**src/rtl/uart_link_scheduler.sv**
```systemverilog
// Shares one UART TX/RX FIFO pair between NUM_CH message channels using tag/data byte framing.
// Optional RX silence watchdog is built when LINK_TIMEOUT_EN is defined.
module uart_link_scheduler #(
    parameter int unsigned NUM_CH         = 3,
    parameter logic [7:0]  TAG_BASE       = 8'hA0,
    parameter int unsigned TIMEOUT_CYCLES = 50_000_000
) (
    input  logic                  clk,
    input  logic                  rst,
    input  logic [NUM_CH-1:0]     req,
    input  logic [8*NUM_CH-1:0]   req_data,
    output logic [NUM_CH-1:0]     req_ack,
    input  logic                  tx_full,
    output logic [7:0]            send_uart,
    output logic                  wr_uart,
    input  logic                  rx_empty,
    input  logic [7:0]            get_uart,
    output logic                  rd_uart,
    output logic [8*NUM_CH-1:0]   rx_data,
    output logic [NUM_CH-1:0]     rx_valid,
    output logic                  frame_err,
    output logic                  link_lost
);

    localparam int unsigned CH_W = (NUM_CH > 1) ? $clog2(NUM_CH) : 1;

    typedef enum logic [1:0] {TX_IDLE, TX_TAG, TX_GAP, TX_DATA} tx_state_t;
    typedef enum logic {RX_TAG, RX_DATA} rx_state_t;

    // ---------------------------------------------------------------- TX side
    tx_state_t         tx_state, tx_state_nxt;
    logic [CH_W-1:0]   tx_ch, tx_ch_nxt;
    logic [7:0]        tx_byte, tx_byte_nxt;
    logic [CH_W-1:0]   ptr, ptr_nxt;
    logic              wr_nxt;
    logic [7:0]        send_nxt;
    logic [NUM_CH-1:0] ack_nxt;

    logic [7:0]        req_byte [NUM_CH];
    logic              grant_vld;
    logic [CH_W-1:0]   grant_ch;
    logic [CH_W-1:0]   cand_ch;
    int unsigned       cand;

    always_comb begin
        for (int i = 0; i < NUM_CH; i++) begin
            req_byte[i] = req_data[8*i +: 8];
        end
    end

    // Round-robin search starting one past the last served channel.
    always_comb begin
        grant_vld = 1'b0;
        grant_ch  = '0;
        cand      = 0;
        cand_ch   = '0;
        for (int unsigned i = 1; i <= NUM_CH; i++) begin
            cand = 32'(ptr) + i;
            if (cand >= NUM_CH) begin
                cand = cand - NUM_CH;
            end
            cand_ch = CH_W'(cand);
            if (!grant_vld && req[cand_ch]) begin
                grant_vld = 1'b1;
                grant_ch  = cand_ch;
            end
        end
    end

    always_comb begin
        tx_state_nxt = tx_state;
        tx_ch_nxt    = tx_ch;
        tx_byte_nxt  = tx_byte;
        ptr_nxt      = ptr;
        wr_nxt       = 1'b0;
        send_nxt     = 8'h00;
        ack_nxt      = '0;
        case (tx_state)
            TX_IDLE: begin
                if (grant_vld) begin
                    tx_ch_nxt    = grant_ch;
                    tx_byte_nxt  = req_byte[grant_ch];
                    tx_state_nxt = TX_TAG;
                end
            end
            TX_TAG: begin
                if (!tx_full) begin
                    wr_nxt       = 1'b1;
                    send_nxt     = TAG_BASE | 8'(tx_ch);
                    tx_state_nxt = TX_GAP;
                end
            end
            // Idle cycle so tx_full can account for the tag just written.
            TX_GAP: begin
                tx_state_nxt = TX_DATA;
            end
            TX_DATA: begin
                if (!tx_full) begin
                    wr_nxt       = 1'b1;
                    send_nxt     = tx_byte;
                    ack_nxt      = NUM_CH'(1) << tx_ch;
                    ptr_nxt      = tx_ch;
                    tx_state_nxt = TX_IDLE;
                end
            end
            default: begin
                tx_state_nxt = TX_IDLE;
            end
        endcase
    end

    always_ff @(posedge clk or negedge rst) begin
        if (!rst) begin
            tx_state  <= TX_IDLE;
            tx_ch     <= '0;
            tx_byte   <= 8'h00;
            ptr       <= CH_W'(NUM_CH - 1);
            wr_uart   <= 1'b0;
            send_uart <= 8'h00;
            req_ack   <= '0;
        end else begin
            tx_state  <= tx_state_nxt;
            tx_ch     <= tx_ch_nxt;
            tx_byte   <= tx_byte_nxt;
            ptr       <= ptr_nxt;
            wr_uart   <= wr_nxt;
            send_uart <= send_nxt;
            req_ack   <= ack_nxt;
        end
    end

    // ---------------------------------------------------------------- RX side
    rx_state_t         rx_state, rx_state_nxt;
    logic [CH_W-1:0]   rx_ch, rx_ch_nxt;
    logic [7:0]        rx_reg [NUM_CH];
    logic [7:0]        rx_reg_nxt [NUM_CH];
    logic              rd_nxt;
    logic [NUM_CH-1:0] rx_valid_nxt;
    logic              ferr_nxt;
    logic              settle;

    always_comb begin
        rx_state_nxt = rx_state;
        rx_ch_nxt    = rx_ch;
        rx_reg_nxt   = rx_reg;
        rd_nxt       = 1'b0;
        rx_valid_nxt = '0;
        ferr_nxt     = 1'b0;
        // The FIFO head is only trusted once the previous pop has fully settled.
        if (!rx_empty && !rd_uart && !settle) begin
            rd_nxt = 1'b1;
            case (rx_state)
                RX_TAG: begin
                    if ((get_uart[7:4] == TAG_BASE[7:4]) && (32'(get_uart[3:0]) < NUM_CH)) begin
                        rx_ch_nxt    = CH_W'(get_uart[3:0]);
                        rx_state_nxt = RX_DATA;
                    end else begin
                        ferr_nxt = 1'b1;
                    end
                end
                RX_DATA: begin
                    rx_reg_nxt[rx_ch] = get_uart;
                    rx_valid_nxt      = NUM_CH'(1) << rx_ch;
                    rx_state_nxt      = RX_TAG;
                end
                default: begin
                    rx_state_nxt = RX_TAG;
                end
            endcase
        end
    end

    always_ff @(posedge clk or negedge rst) begin
        if (!rst) begin
            rx_state  <= RX_TAG;
            rx_ch     <= '0;
            rx_reg    <= '{default: 8'h00};
            rd_uart   <= 1'b0;
            rx_valid  <= '0;
            frame_err <= 1'b0;
            settle    <= 1'b0;
        end else begin
            rx_state  <= rx_state_nxt;
            rx_ch     <= rx_ch_nxt;
            rx_reg    <= rx_reg_nxt;
            rd_uart   <= rd_nxt;
            rx_valid  <= rx_valid_nxt;
            frame_err <= ferr_nxt;
            settle    <= rd_uart;
        end
    end

    always_comb begin
        for (int i = 0; i < NUM_CH; i++) begin
            rx_data[8*i +: 8] = rx_reg[i];
        end
    end

    // ---------------------------------------------------------------- RX watchdog
`ifdef LINK_TIMEOUT_EN
    localparam int unsigned CNT_W = $clog2(TIMEOUT_CYCLES + 1);

    logic [CNT_W-1:0] to_cnt, to_cnt_nxt;

    always_comb begin
        to_cnt_nxt = to_cnt;
        if (|rx_valid) begin
            to_cnt_nxt = '0;
        end else if (to_cnt != CNT_W'(TIMEOUT_CYCLES)) begin
            to_cnt_nxt = to_cnt + CNT_W'(1);
        end
    end

    always_ff @(posedge clk or negedge rst) begin
        if (!rst) begin
            to_cnt    <= '0;
            link_lost <= 1'b0;
        end else begin
            to_cnt    <= to_cnt_nxt;
            link_lost <= (to_cnt_nxt == CNT_W'(TIMEOUT_CYCLES));
        end
    end
`else
    assign link_lost = 1'b0;
`endif

endmodule

```
**config.mk**
```make
export PLATFORM = sky130hd
export DESIGN_NAME = uart_link_scheduler
export DESIGN_NICKNAME = d
export VERILOG_FILES = /design/src/rtl/uart_link_scheduler.sv
export SDC_FILE = /design/constraint.sdc
export NUM_CORES = 1
export LEC_CHECK = 0
export BUFFER_PORTS_ARGS = -buffer_cell sky130_fd_sc_hd__buf_2
export CAP_MARGIN = 40
export CORE_UTILIZATION = 35
export DETAILED_ROUTE_END_ITERATION = 6
export REMOVE_ABC_BUFFERS = 1
export SLEW_MARGIN = 20
export SYNTH_ARGS = -nofsm -noshare
export SYNTH_HDL_FRONTEND = slang
export SYNTH_SLANG_ARGS = --single-unit
```
**constraint.sdc**
```tcl
create_clock -name clk -period 2.74 [get_ports clk]
set_clock_uncertainty 0.15 [all_clocks]
set_input_delay 0.411 -clock clk [delete_from_list [all_inputs] [get_ports clk]]
set_output_delay 0.411 -clock clk [all_outputs]
set_load 0.02 [all_outputs]
```
=== After elaboration in Yosys (flattened, before gate mapping) ===
Cells that the tools add are included.

* Equality and inequality tests: 7
* Div/mod/pow operators: 0
* Reductions and logical operators: 18
* Order comparisons: 10
* Add/sub/neg operators: 6
* Multipliers: 0
* Muxes and demuxes: 40
* Bitwise operators: 4
* Shift operators: 2

{| class="wikitable"
|+ Operator list
! operator !! count
|-
| 8-bit 2-to-1 mux || 5
|-
| 24-bit bitwise mux || 1
|-
| 2-bit 2-to-1 mux || 9
|-
| 8-bit binary-select mux with 2-bit select || 1
|-
| 8-bit demux with 2-bit select || 1
|-
| 8-bit one-hot mux with 2 select lines || 1
|-
| 1-bit 2-to-1 mux || 13
|-
| 3-bit 2-to-1 mux || 4
|-
| 3-bit by 2-bit >= comparator with 1-bit output, second input constant || 3
|-
| 2-bit by 3-bit < comparator with 1-bit output, second input constant || 3
|-
| 2-bit one-hot mux with 4 select lines || 1
|-
| 2-bit by 2-bit adder with 3-bit output, second input constant || 2
|-
| 1-bit binary-select mux with 2-bit select || 3
|-
| 3-bit >= comparator, second input constant || 2
|-
| 1-bit logical AND || 6
|-
| 2-bit != test, second input constant || 3
|-
| 2-bit inverter with 3-bit output || 2
|-
| 2-bit AND reduction || 3
|-
| 3-bit AND reduction || 2
|-
| 1-bit by 2-bit left shift with 3-bit output, first input constant || 2
|-
| 2-bit subtractor, second input constant || 3
|-
| 1-bit zero test || 5
|-
| 2-bit == test, second input constant || 2
|-
| 4-bit == test, second input constant || 1
|-
| 8 further kinds || 9
|}

* Bits of input ports: 39
* Output and inout port bits: 42
* Memories kept: 0
* ROM bits: 0
* Register bits after elaboration: 59
* Logic and storage cells: 103
* Memory bits (writable): 0
* Bits in latches: 0

=== Logic depth before layout (Yosys ltp) ===
* Depth in word-level cells: 16
* Mapped depth: 11
* Depth with buffers taken out: 8

=== Worst setup path after synthesis ===
No wires, ideal clock.

* Path kind: reg2reg
* From: reg ptr[1]
* To: reg tx_byte[7]
* Cell stages (with the launch flop): 9
* Data required time: 2,461 ps
* Setup time: 129 ps
* Buffers on the path: 1
* Clock period less this slack: 2,270 ps
* Data arrival time: 1,991 ps
* Slack: 470 ps
* Cells stage by stage: dfstp_2 > inv_1 > ha_1 > buf_2 > and3_1 > o211a_4 > nor2_8 > mux2i_1 > o211ai_2

* Word-level cells in the longest chain between the ends: 16
* Elaborated cells on any way between the ends: 33
* Classes of those cells: add/sub (6); order compare (3); mux (18); bitwise (1); reduce/logical (5)

{| class="wikitable"
|+ RTL lines
! item !! RTL line !! RTL
|-
| start: declaration || 34 || <nowiki>logic [CH_W-1:0] ptr, ptr_nxt;</nowiki>
|-
| start signal: assignment || 117 || <nowiki>ptr <= CH_W'(NUM_CH - 1);</nowiki>
|-
| start signal: assignment || 125 || <nowiki>ptr <= ptr_nxt;</nowiki>
|-
| 2-bit by 1-bit adder with 3-bit output || 58 || <nowiki>cand = 32'(ptr) + i;</nowiki>
|-
| 3-bit by 2-bit >= comparator with 1-bit output or 2-bit subtractor (tied branches) || 59, 60 ||
|-
| 2-bit 2-to-1 mux || 59 || <nowiki>if (cand >= NUM_CH) begin</nowiki>
|-
| 1-bit binary-select mux with 2-bit select || 63 || <nowiki>if (!grant_vld && req[cand_ch]) begin</nowiki>
|-
| 1-bit 2-to-1 mux (implied by the code) || 63 ||
|-
| 1-bit 2-to-1 mux || 63 ||
|-
| 1-bit zero test || 63 ||
|-
| 1-bit logical AND || 63 ||
|-
| 1-bit 2-to-1 mux || 63 ||
|-
| 1-bit zero test || 63 ||
|-
| 1-bit logical AND || 63 ||
|-
| 2-bit 2-to-1 mux || 63 ||
|-
| 2-bit inverter with 3-bit output (implied by the code) || 82 || <nowiki>tx_byte_nxt = req_byte[grant_ch];</nowiki>
|-
| 8-bit binary-select mux with 2-bit select || 82 ||
|-
| 8-bit 2-to-1 mux (implied by the code) (2 in series) || 82 ||
|-
| end signal: assignment || 124 || <nowiki>tx_byte <= tx_byte_nxt;</nowiki>
|-
| end: declaration || 33 || <nowiki>logic [7:0] tx_byte, tx_byte_nxt;</nowiki>
|}

Several ways; a longest one is shown, not always the timed one. The select of a mux whose other input is x is not followed.
A chain may end at the register's enable or synchronous reset.

=== Worst setup path after layout ===
Same ends and word-level chain as after synthesis.

==> results.toml <==
[synth]
ys.flop_type = "dfrtp_1"
avgSynthCellArea_um2 = 12.1
synth.cell_area_um2 = 2750
synthTopCellsByArea = "dfrtp_1, mux2_2, ha_1"
yosys.area.top_type = "dfrtp_1"
synth_top_area_share = 0.528
synth_edf_count = 0
synth.distinct_cells = 45
async_reset_ff_frac = 1.00
ys_ff_latch = 59
ys.warnings.count = 0
synth_seq_area_share = 0.537
syn-instance-count = 227

[clocking]
cts_made_buffers = 9
cts_tree = "done"
clkSlewWorstSetupHoldPaths_ns = 0.07
clkLatencyLatePin_ns = 0.33
cts_buffer_depth = 2
htreeDepth = 3
cts_resized = 0
clock-sinks = 59
hold_buffers = 1
cts_post_setup_buffers_inserted = 0
cts_root_buf = "clkbuf_8"

[floorplan]
rows = 31
die_area_um2 = 8220
core_um2 = 7410
start_util = 0.371
io_pins = 81
die_x_um = 90.6
die_h_um = 90.6

[cells_and_area]
area_delta_synth_final_pct = 26.8
insertedDiodeCount = 0
fin_nets = 361
fillers = 707
drive_gt1_frac = 0.447
final_common_cell = "buf_2"
layout_common_cells = "buf_2, dfrtp_1, mux2_2"

[setup_path]
setup.worst_path.start = "ptr[1]$_DFFE_PN1P_"
crit_path_top_delay_cell = "dfstp_2"
crit_required_ns = 2.80
path_cells = "inv_1 -> ha_1 -> and2b_1 -> nand3b_1 -> o211a_4 -> nor2_8 -> mux2i_1 -> o211ai_2"
crit_type = "reg -> reg"
worstPathMaxFanout = 13
cp_slowest_stage_delay_ns = 0.54
endpoint_kind = "flip-flop"
crit_arrival_ns = 2.58
crit-reg2reg-launch = "ptr[1]$_DFFE_PN1P_"
start_kind = "flip-flop"

[place]
gp_routability_congestion = 0.882
portBuffers = 79
dpl.hpwl_um = 4170
pre_cts_ws_ns = 0.252

[outcome]
status = "finished, final reports clean"

[detailed_routing]
vias = 2009
wire_per_inst_um = 13.7
ant_nets = 0
routed_wl_um = 5710
drtIter0Drc = 51
drc = 0
firstDrtPassIters = 4
via_per_inst = 4.82

[grt]
grt_max_degree = 31
grt_pass1_wl_um = 9760
antenna_found_initial = 0
overflow = 0
grt_pass1_vias = 2071
grt_util_all_layers = 0.152

[timing]
min_period_ns = 2.51
slew_viol_final = 0
whs_ns = 0.178
slew-limit-headroom = 0.556
hold_viol_final = 0
fin_tns_setup_ns = 0
rsz0062_at_grt = "false"
fmax_mhz = 398
period_share = 0.918
tightest_slew_ns = 0.649
setup_viol = 0
setup_ws_ns = 0.225

[min_path]
hold_start = "req_data[23]"
hold_path.class = "in -> reg"

[power_and_ir_drop]
power_density_nw_per_um2 = 947
peakVddDrop_mv = 0.581
p_leak_nw = 1.87

[flow_run]
max_cap_violations = 0
[power breakdown]
group	switching [mW]	internal (mW)
registers	0.101	1.04
logic	0.753	0.533
clock network	0.342	0.538
[through the flow]
step | instance area (um2) | cells | power, mW | util
finish | 3490 | 417 | 3.30 | 0.471
global route | 3490 | 417 | 3.54 | 0.471
CTS | 3490 | 417 | 3.34 | 0.471
detailed placement | 3250 | 400 | 2.43 | 0.439
global placement | 3250 | 400 | 2.42 | 0.439
floorplan | 2700 | 219 | 2.09 | -
[registers in the layout (all words and copies together) (netlist names)]
name / flops
req_ack: 3
tx_state: 2
tx_ch: 2
rx_data: 24
send_uart: 8
rx_state: 1
wr_uart: 1
tx_byte: 8
rx_valid: 3
ptr: 2
frame_err: 1
settle: 1
rx_ch: 2
rd_uart: 1
[worst max-delay path: cells and delay by family, from the launching register on]
kind | cells | cell delay, ns
DFF | 1 | 0.54
and+or+nand+nor | 3 | 0.65
buffers and inverters | 1 | 0.06
muxes | 1 | 0.27
AOI/OAI and AO/OA | 2 | 0.28
adders and majority gates | 1 | 0.44
[area by class of cell]
cell class,count,area (um2),area share
repair buffers,83,440,0.126
well taps,99,124,0.0355
flip-flops and latches,59,1480,0.424
clock buffers,10,138,0.0395
inverters,8,30.0,0.00861
clock inverters,6,87.6,0.0251
multi-input cells,152,1190,0.341
[cell usage after synthesis (all sizes together) (2+ instances only)]
| cell | instances |
|---|---|
| a21oi | 5 |
| a22oi | 3 |
| and2 | 4 |
| buf | 7 |
| dfrtp | 58 |
| ha | 9 |
| inv | 8 |
| mux2 | 27 |
| mux2i | 9 |
| nand2 | 24 |
| nand2b | 6 |
| nand3 | 10 |
| nand3b | 2 |
| nor2 | 14 |
| nor2b | 2 |
| nor3 | 4 |
| nor3b | 3 |
| o211a | 2 |
| o211ai | 9 |
| o21ai | 4 |
[kinds of logic (layout without fill, tap and decap cells)]
logic type	Yosys count	count (layout)	synth area share
multiplexers	36	36	0.143
buffers and inverters	16	107	0.0300
adder cells (fa/ha/maj)	9	9	0.0409
flip-flops	59	59	0.537
AO/OA/AOI/OAI	32	32	0.101
AND/OR/NAND/NOR	74	74	0.146
other	1	1	0.00136
[metal layers]
metal,wire (um),global-route usage,vias to the layer above
li1,-,-,964
met1,2650,0.194,948
met2,2590,0.233,87
met3,406,0.0623,10
met4,63,0.0470,0
met5,0,0,-
[path summary, 6_finish.rpt]
check | end | slack (ns) | cells past startpoint
max | tx_byte[7]$_DFFE_PN0P_ | 0.23 | 8
max in group asynchronous | ptr[1]$_DFFE_PN1P_ | 1.27 | 3
min | tx_byte[7]$_DFFE_PN0P_ | 0.18 | 3
min in group asynchronous | rx_valid[0]$_DFF_PN0_ | 0.50 | 2
max reg2reg | tx_byte[7]$_DFFE_PN0P_ | 0.23 | 8
min reg2reg | settle$_DFF_PN0_ | 0.26 | 0
Power figures use the tool's default switching activity.
